===== config.mk =====
export PLATFORM = sky130hd
export DESIGN_NAME = dti_tniu_req_arb
export DESIGN_NICKNAME = d
export VERILOG_FILES = /design/src/rtl/dti_pack.sv /design/src/rtl/dti_rr_pick.sv /design/src/rtl/dti_tniu_req_arb.sv
export SDC_FILE = /design/constraint.sdc
export NUM_CORES = 1
export LEC_CHECK = 0
export CORE_MARGIN = 2
export CORE_UTILIZATION = 25
export CTS_CLUSTER_DIAMETER = 60
export CTS_CLUSTER_SIZE = 24
export DETAILED_ROUTE_END_ITERATION = 7
export SLEW_MARGIN = 0
export SYNTH_ARGS = -nofsm -noshare
export SYNTH_HDL_FRONTEND = slang
export SYNTH_SLANG_ARGS = --single-unit

===== constraint.sdc =====
create_clock -name clk -period 8.35 [get_ports clk]
set_clock_uncertainty 0.05 [all_clocks]
set_input_delay 2.505 -clock clk [delete_from_list [all_inputs] [get_ports clk]]
set_output_delay 2.505 -clock clk [all_outputs]
set_load 0.02 [all_outputs]

===== src/rtl/dti_pack.sv =====
// rtl/dti_pack.sv - shared DTI widths, request-arbiter state and beat type
package dti_pack;

  localparam int CUSTOM_DATA_WIDTH = 32;
  localparam int CUSTOM_KEEP_WIDTH = 4;
  localparam int TBU_NUM_WIDTH     = 4;
  localparam int DTI_PLD_W         = CUSTOM_DATA_WIDTH + CUSTOM_KEEP_WIDTH;
  localparam int DTI_ARB_REQ_NUM   = 4;

  typedef enum logic {
    ARB_IDLE = 1'b0,
    ARB_LOCK = 1'b1
  } dti_arb_state_e;

  typedef struct packed {
    logic [DTI_PLD_W-1:0]     payload;
    logic [TBU_NUM_WIDTH-1:0] srcid;
    logic [TBU_NUM_WIDTH-1:0] tgtid;
    logic                     qos;
    logic                     last;
  } dti_req_beat_t;

  // Index width for n requesters; a single requester still gets a 1-bit id.
  function automatic int idx_w(input int n);
    return (n > 1) ? $clog2(n) : 1;
  endfunction

endpackage


===== src/rtl/dti_rr_pick.sv =====
// rtl/dti_rr_pick.sv - combinational round-robin pick: first request at or after ptr
module dti_rr_pick
  import dti_pack::*;
#(
  parameter  int N  = 4,
  localparam int IW = idx_w(N)
) (
  input  logic [N-1:0]  req,
  input  logic [IW-1:0] ptr,
  output logic [N-1:0]  gnt,
  output logic [IW-1:0] idx,
  output logic          any
);

  always_comb begin
    logic [IW:0]   sum;
    logic [IW-1:0] j;
    logic          found;
    gnt   = '0;
    idx   = '0;
    found = 1'b0;
    sum   = '0;
    j     = '0;
    for (int k = 0; k < N; k++) begin
      sum = {1'b0, ptr} + (IW+1)'(k);
      if (sum >= (IW+1)'(N)) sum = sum - (IW+1)'(N);
      j = sum[IW-1:0];
      if (!found && req[j]) begin
        found  = 1'b1;
        gnt[j] = 1'b1;
        idx    = j;
      end
    end
  end

  assign any = |req;

endmodule


===== src/rtl/dti_tniu_req_arb.sv =====
// rtl/dti_tniu_req_arb.sv - packet-atomic two-level round-robin arbiter onto one TNIU REQ channel
module dti_tniu_req_arb
  import dti_pack::*;
#(
  parameter  int REQ_NUM = DTI_ARB_REQ_NUM,
  parameter  int PLD_W   = DTI_PLD_W,
  parameter  int ID_W    = TBU_NUM_WIDTH,
  localparam int GID_W   = idx_w(REQ_NUM)
) (
  input  logic                     clk,
  input  logic                     rst,
  input  logic [REQ_NUM-1:0]       s_valid,
  input  logic [REQ_NUM*PLD_W-1:0] s_payload,
  input  logic [REQ_NUM-1:0]       s_last,
  input  logic [REQ_NUM*ID_W-1:0]  s_srcid,
  input  logic [REQ_NUM*ID_W-1:0]  s_tgtid,
  input  logic [REQ_NUM-1:0]       s_qos,
  output logic [REQ_NUM-1:0]       s_ready,
  output logic                     m_valid,
  output logic [PLD_W-1:0]         m_payload,
  output logic                     m_last,
  output logic [ID_W-1:0]          m_srcid,
  output logic [ID_W-1:0]          m_tgtid,
  output logic                     m_qos,
  input  logic                     m_ready,
  input  logic                     m_threshold,
  output logic [GID_W-1:0]         grant_id
);

  dti_arb_state_e state_q, state_d;
  logic [GID_W-1:0] rr_ptr_q, rr_ptr_d;
  logic [GID_W-1:0] lock_id_q, lock_id_d;
  logic [GID_W-1:0] grant_id_q, grant_id_d;
  logic             m_valid_q, m_valid_d;
  dti_req_beat_t    beat_q, beat_d, beat_in;

  logic [REQ_NUM-1:0] elig, hi, hi_gnt, el_gnt;
  logic [GID_W-1:0]   hi_idx, el_idx, pick_idx, g;
  logic               hi_any, el_any, load_en, xfer;

  // Congestion only holds back low-priority packet starts.
  assign elig = s_valid & (s_qos | {REQ_NUM{~m_threshold}});
  assign hi   = elig & s_qos;

  dti_rr_pick #(.N(REQ_NUM)) u_pick_hi (
    .req (hi),
    .ptr (rr_ptr_q),
    .gnt (hi_gnt),
    .idx (hi_idx),
    .any (hi_any)
  );

  dti_rr_pick #(.N(REQ_NUM)) u_pick_el (
    .req (elig),
    .ptr (rr_ptr_q),
    .gnt (el_gnt),
    .idx (el_idx),
    .any (el_any)
  );

  assign pick_idx = hi_any ? hi_idx : el_idx;
  assign load_en  = ~m_valid_q | m_ready;
  assign g        = (state_q == ARB_LOCK) ? lock_id_q : pick_idx;

  always_comb begin
    s_ready = '0;
    if (!rst && load_en) begin
      if (state_q == ARB_LOCK) s_ready[lock_id_q] = 1'b1;
      else if (el_any)         s_ready = hi_any ? hi_gnt : el_gnt;
    end
  end

  assign xfer = |(s_valid & s_ready);

  always_comb begin
    beat_in.payload = s_payload[int'(g)*PLD_W +: PLD_W];
    beat_in.srcid   = s_srcid[int'(g)*ID_W +: ID_W];
    beat_in.tgtid   = s_tgtid[int'(g)*ID_W +: ID_W];
    beat_in.qos     = s_qos[g];
    beat_in.last    = s_last[g];
  end

  always_comb begin
    state_d   = state_q;
    rr_ptr_d  = rr_ptr_q;
    lock_id_d = lock_id_q;
    m_valid_d = m_valid_q;
    beat_d    = beat_q;
    if (load_en) m_valid_d = xfer;
    if (xfer) begin
      beat_d = beat_in;
      // The pointer only advances at packet boundaries so a packet is never split.
      if (beat_in.last) begin
        state_d  = ARB_IDLE;
        rr_ptr_d = (g == GID_W'(REQ_NUM-1)) ? '0 : g + 1'b1;
      end else begin
        state_d   = ARB_LOCK;
        lock_id_d = g;
      end
    end
  end

  always_comb begin
    grant_id_d = grant_id_q;
    if (state_q == ARB_LOCK) grant_id_d = lock_id_q;
    else if (el_any)         grant_id_d = pick_idx;
  end

  assign grant_id = rst ? '0 : grant_id_d;

  always_ff @(posedge clk or posedge rst) begin
    if (rst) begin
      state_q    <= ARB_IDLE;
      rr_ptr_q   <= '0;
      lock_id_q  <= '0;
      grant_id_q <= '0;
      m_valid_q  <= 1'b0;
      beat_q     <= '0;
    end else begin
      state_q    <= state_d;
      rr_ptr_q   <= rr_ptr_d;
      lock_id_q  <= lock_id_d;
      grant_id_q <= grant_id_d;
      m_valid_q  <= m_valid_d;
      beat_q     <= beat_d;
    end
  end

  assign m_valid   = m_valid_q;
  assign m_payload = beat_q.payload;
  assign m_srcid   = beat_q.srcid;
  assign m_tgtid   = beat_q.tgtid;
  assign m_qos     = beat_q.qos;
  assign m_last    = beat_q.last;

`ifndef SYNTHESIS
  a_ready_onehot0: assert property (@(posedge clk) disable iff (rst)
    $onehot0(s_ready));
  a_lock_qos_stable: assert property (@(posedge clk) disable iff (rst)
    (state_q == ARB_LOCK && $past(state_q) == ARB_LOCK) |-> (s_qos[lock_id_q] == $past(s_qos[lock_id_q])));
  a_out_hold: assert property (@(posedge clk) disable iff (rst)
    (m_valid && !m_ready) |=> (m_valid && $stable(beat_q)));
`endif

endmodule

==> reports/metrics.cfg <==
[floorplan]
initial_core_util_pct = 25.2
ios = 245
rows = 51
die_h_um = 144
die-width_um = 144
coreArea_mm2 = 0.0193
dieArea_mm2 = 0.0206

[timing]
fin_crit_sh_pct = 97.7
setup_viol = 0
slew_violations = 0
worst_slew_pin_slew_ps = 1020
grt_setup_unrepaired = false
max_slew_margin_pct = 31.8
hold_viol = 0
fin_tns_setup_ps = 0
clock.fmax_mhz = 123
timing.final.crit_period_ps = 8160

[worst_setup_path]
r2r_end = m_srcid[3]$_DFFE_PP0P_
path_max_fanout = 7
reg2reg_slack_ps = 3270
arrival_ps = 5600
critical_path_required_ps = 5800
path_cells = clkdlybuf4s50_1 > buf_4 > a222oi_1 > buf_4 > and2_0 > o21ai_0 > a221o_1 > o31ai_1 > o21ba_2 > clkdlybuf4s50_1
r2r-start = rr_ptr_q[1]$_DFFE_PP0P_
criticalPathCategory = input pin to output pin
r2r_cells = 12
critPathMaxStageDelay_ps = 530
crit_path_end_kind = output pin
start_kind = input pin
cp_slowest_cell = clkdlybuf4s50_1
setup.worst_path.start = s_valid[0]

[synthesis]
synth_nets = 736
synth_cells = 536
synth_common_cells = 102 x mux2i_1, 67 x nand2_1, 54 x dfrtp_1
avgSynthCellArea_um2 = 9.08
synth-seq-cells = 54
synth_top_cell_by_area = dfrtp_1
synth_top_area_share_pct = 27.8
async_flop_share_pct = 100
ys_warn_count = 0
synth-seq-area-share_pct = 27.8
yosysMostFrequentCell = mux2i_1
synth-edff-count = 0
synth.top_cells.by_area = dfrtp_1 28%, mux2i_1 21%, mux2_2 11%, nand2_1 5.2%, o21ai_0 4.7%
ys.flop_type = dfrtp_1
syn_area_mm2 = 0.00487
synth_cell_types = 60

[routing]
post_drt_wl_per_cell_um = 17.0
drc_errors = 0
vias = 4900
wl_mm = 17.4
drt_pass1_iterations = 4
drt_iter0_markers = 323
ant_nets = 0
routed_via_density = 4.79

[cells_and_area]
layout.cells.non_filler = 1022
finalNetCount = 956
diodes = 0
nFillCells = 2014
areaGrowthSynthToFinish_pct = 57.5
drive_above_1_share_pct = 9.91

[hold_path]
min_from = m_payload[13]$_DFFE_PP0P_
hold_path.class = flip-flop to flip-flop
min_to = m_payload[13]$_DFFE_PP0P_
hold_depth = 2

[flow_run]
cap_viol_max_count = 0

[place]
dp_cells = 1014
hpwl_mm = 13.5
io_buffer_count = 244
gp_congestion = 0.864

[cts]
clock_sinks = 54
cts_resized = 0
post_cts_buffers = 0
clk_pin_slew_ps = 80
clkLatencyLatePin_ps = 290
h-tree-depth = 2
tritoncts = built
root_buffer = clkbuf_16
cts_buffers = 5
cts.path.max_buffers = 2
cts_hold_buf = 0

[power_and_ir_drop]
p_per_area_mw_per_mm2 = 324
combinationalPowerShare_pct = 72.2
p_switching_mw = 1.12
peakVddDrop_mv = 0.159
seqPwrFrac_pct = 18.9
sw_frac_of_total_pct = 45.3
power.leakage_nw = 3.38
power.share.clock_pct = 9.0
p_int_mw = 1.36

[global_route]
grt_pass1_vias = 4749
grt_max_degree = 102
grt_pass1_wl_mm = 26.2
track_usage_pct = 16.5
antenna_found_initial = 0
grt-ovfl-total = 0

[run_status]
status = complete, no violations

[worst max-delay path by stage]
stage             endpoint  cells after the start
2_1_floorplan   s_ready[3]                      7
3_3_place_gp   grant_id[0]                     10
3_5_place_dp    s_ready[2]                     10
4_1_cts         s_ready[2]                     10
5_1_grt        grant_id[0]                     10
6_report        s_ready[2]                     10
[worst max-delay path: cells and delay by family]
kind	cells	cell delay, ps
AOI/OAI and AO/OA	5	1300
and+or+nand+nor	1	330
buffers and inverters	4	1450
[state kept, by name, summed over array words and instances (netlist names)]
signal and flops:
grant_id_q 2, m_tgtid 4, state_q 1, m_srcid 4, m_last 1, m_valid 1
m_payload 36, lock_id_q 2, m_qos 1, rr_ptr_q 2
[layer usage]
layer	vias to the layer above	wire [µm]	share of wire (%)	track usage, %
met1	2252	7190	41	20.5
li1	2431	-	-	-
met2	196	8560	49	27.4
met5	-	0	0	0
met3	21	1300	7.5	4.83
met4	0	346	2.0	5.01
[per-stage QoR]
step / hold slack, ps / worst slack [ps] / power [mW] / utilization (%) / area, µm²
global placement: 411 / 288 / 2.29 / 39.0 / 7510
detailed placement: 418 / 284 / 2.29 / 39.0 / 7510
floorplan: 420 / 897 / 1.72 / - / 4870
global route: 451 / 29.9 / 2.68 / 39.8 / 7660
CTS: 438 / 263 / 2.53 / 39.8 / 7660
finish: 430 / 193 / 2.48 / 39.8 / 7660
[area by class of cell]
| cell class | count | area (µm²) | area share [%] |
|---|---|---|---|
| clock buffers | 5 | 125 | 1.63 |
| clock inverters | 3 | 28.8 | 0.376 |
| inverters | 7 | 26.3 | 0.343 |
| multi-input cells | 432 | 3270 | 42.6 |
| flip-flops and latches | 54 | 1350 | 17.6 |
| well taps | 265 | 332 | 4.33 |
| repair buffers | 256 | 2530 | 33.0 |
[power groups by stage]
stage	sequential [mW]	combinational [mW]	clock, mW
4_1_cts	0.470	1.82	0.235
5_1_grt	0.485	1.95	0.247
2_1_floorplan	0.587	1.13	0
3_3_place_gp	0.468	1.83	0
6_report	0.468	1.79	0.222
3_5_place_dp	0.471	1.82	0
[placed cells by master, fill, tap and decap left out, types with 5 or more instances in the layout]
cell type	count
a211oi_1	9
a21o_1	11
a21oi_1	15
a221o_1	6
and2_1	5
buf_4	12
clkbuf_16	5
clkdlybuf4s50_1	244
dfrtp_1	54
ha_1	8
mux2_2	46
mux2i_1	102
nand2_1	67
nand3_1	12
nor2_1	13
nor3_1	10
o211ai_1	5
o21ai_0	46
o21ai_1	11
[logic make-up (layout without fill, tap and decap cells)]
| logic type | Yosys count | in the layout | synth area share [%] |
|---|---|---|---|
| muxes | 150 | 150 | 32.3 |
| and+or+nand+nor | 138 | 138 | 13.7 |
| AOI/OAI and AO/OA | 136 | 136 | 18.6 |
| DFF | 54 | 54 | 27.8 |
| buffers and inverters | 50 | 271 | 5.63 |
| adders and majority gates | 8 | 8 | 2.06 |
No activity file was read; power rests on OpenSTA's default activity.
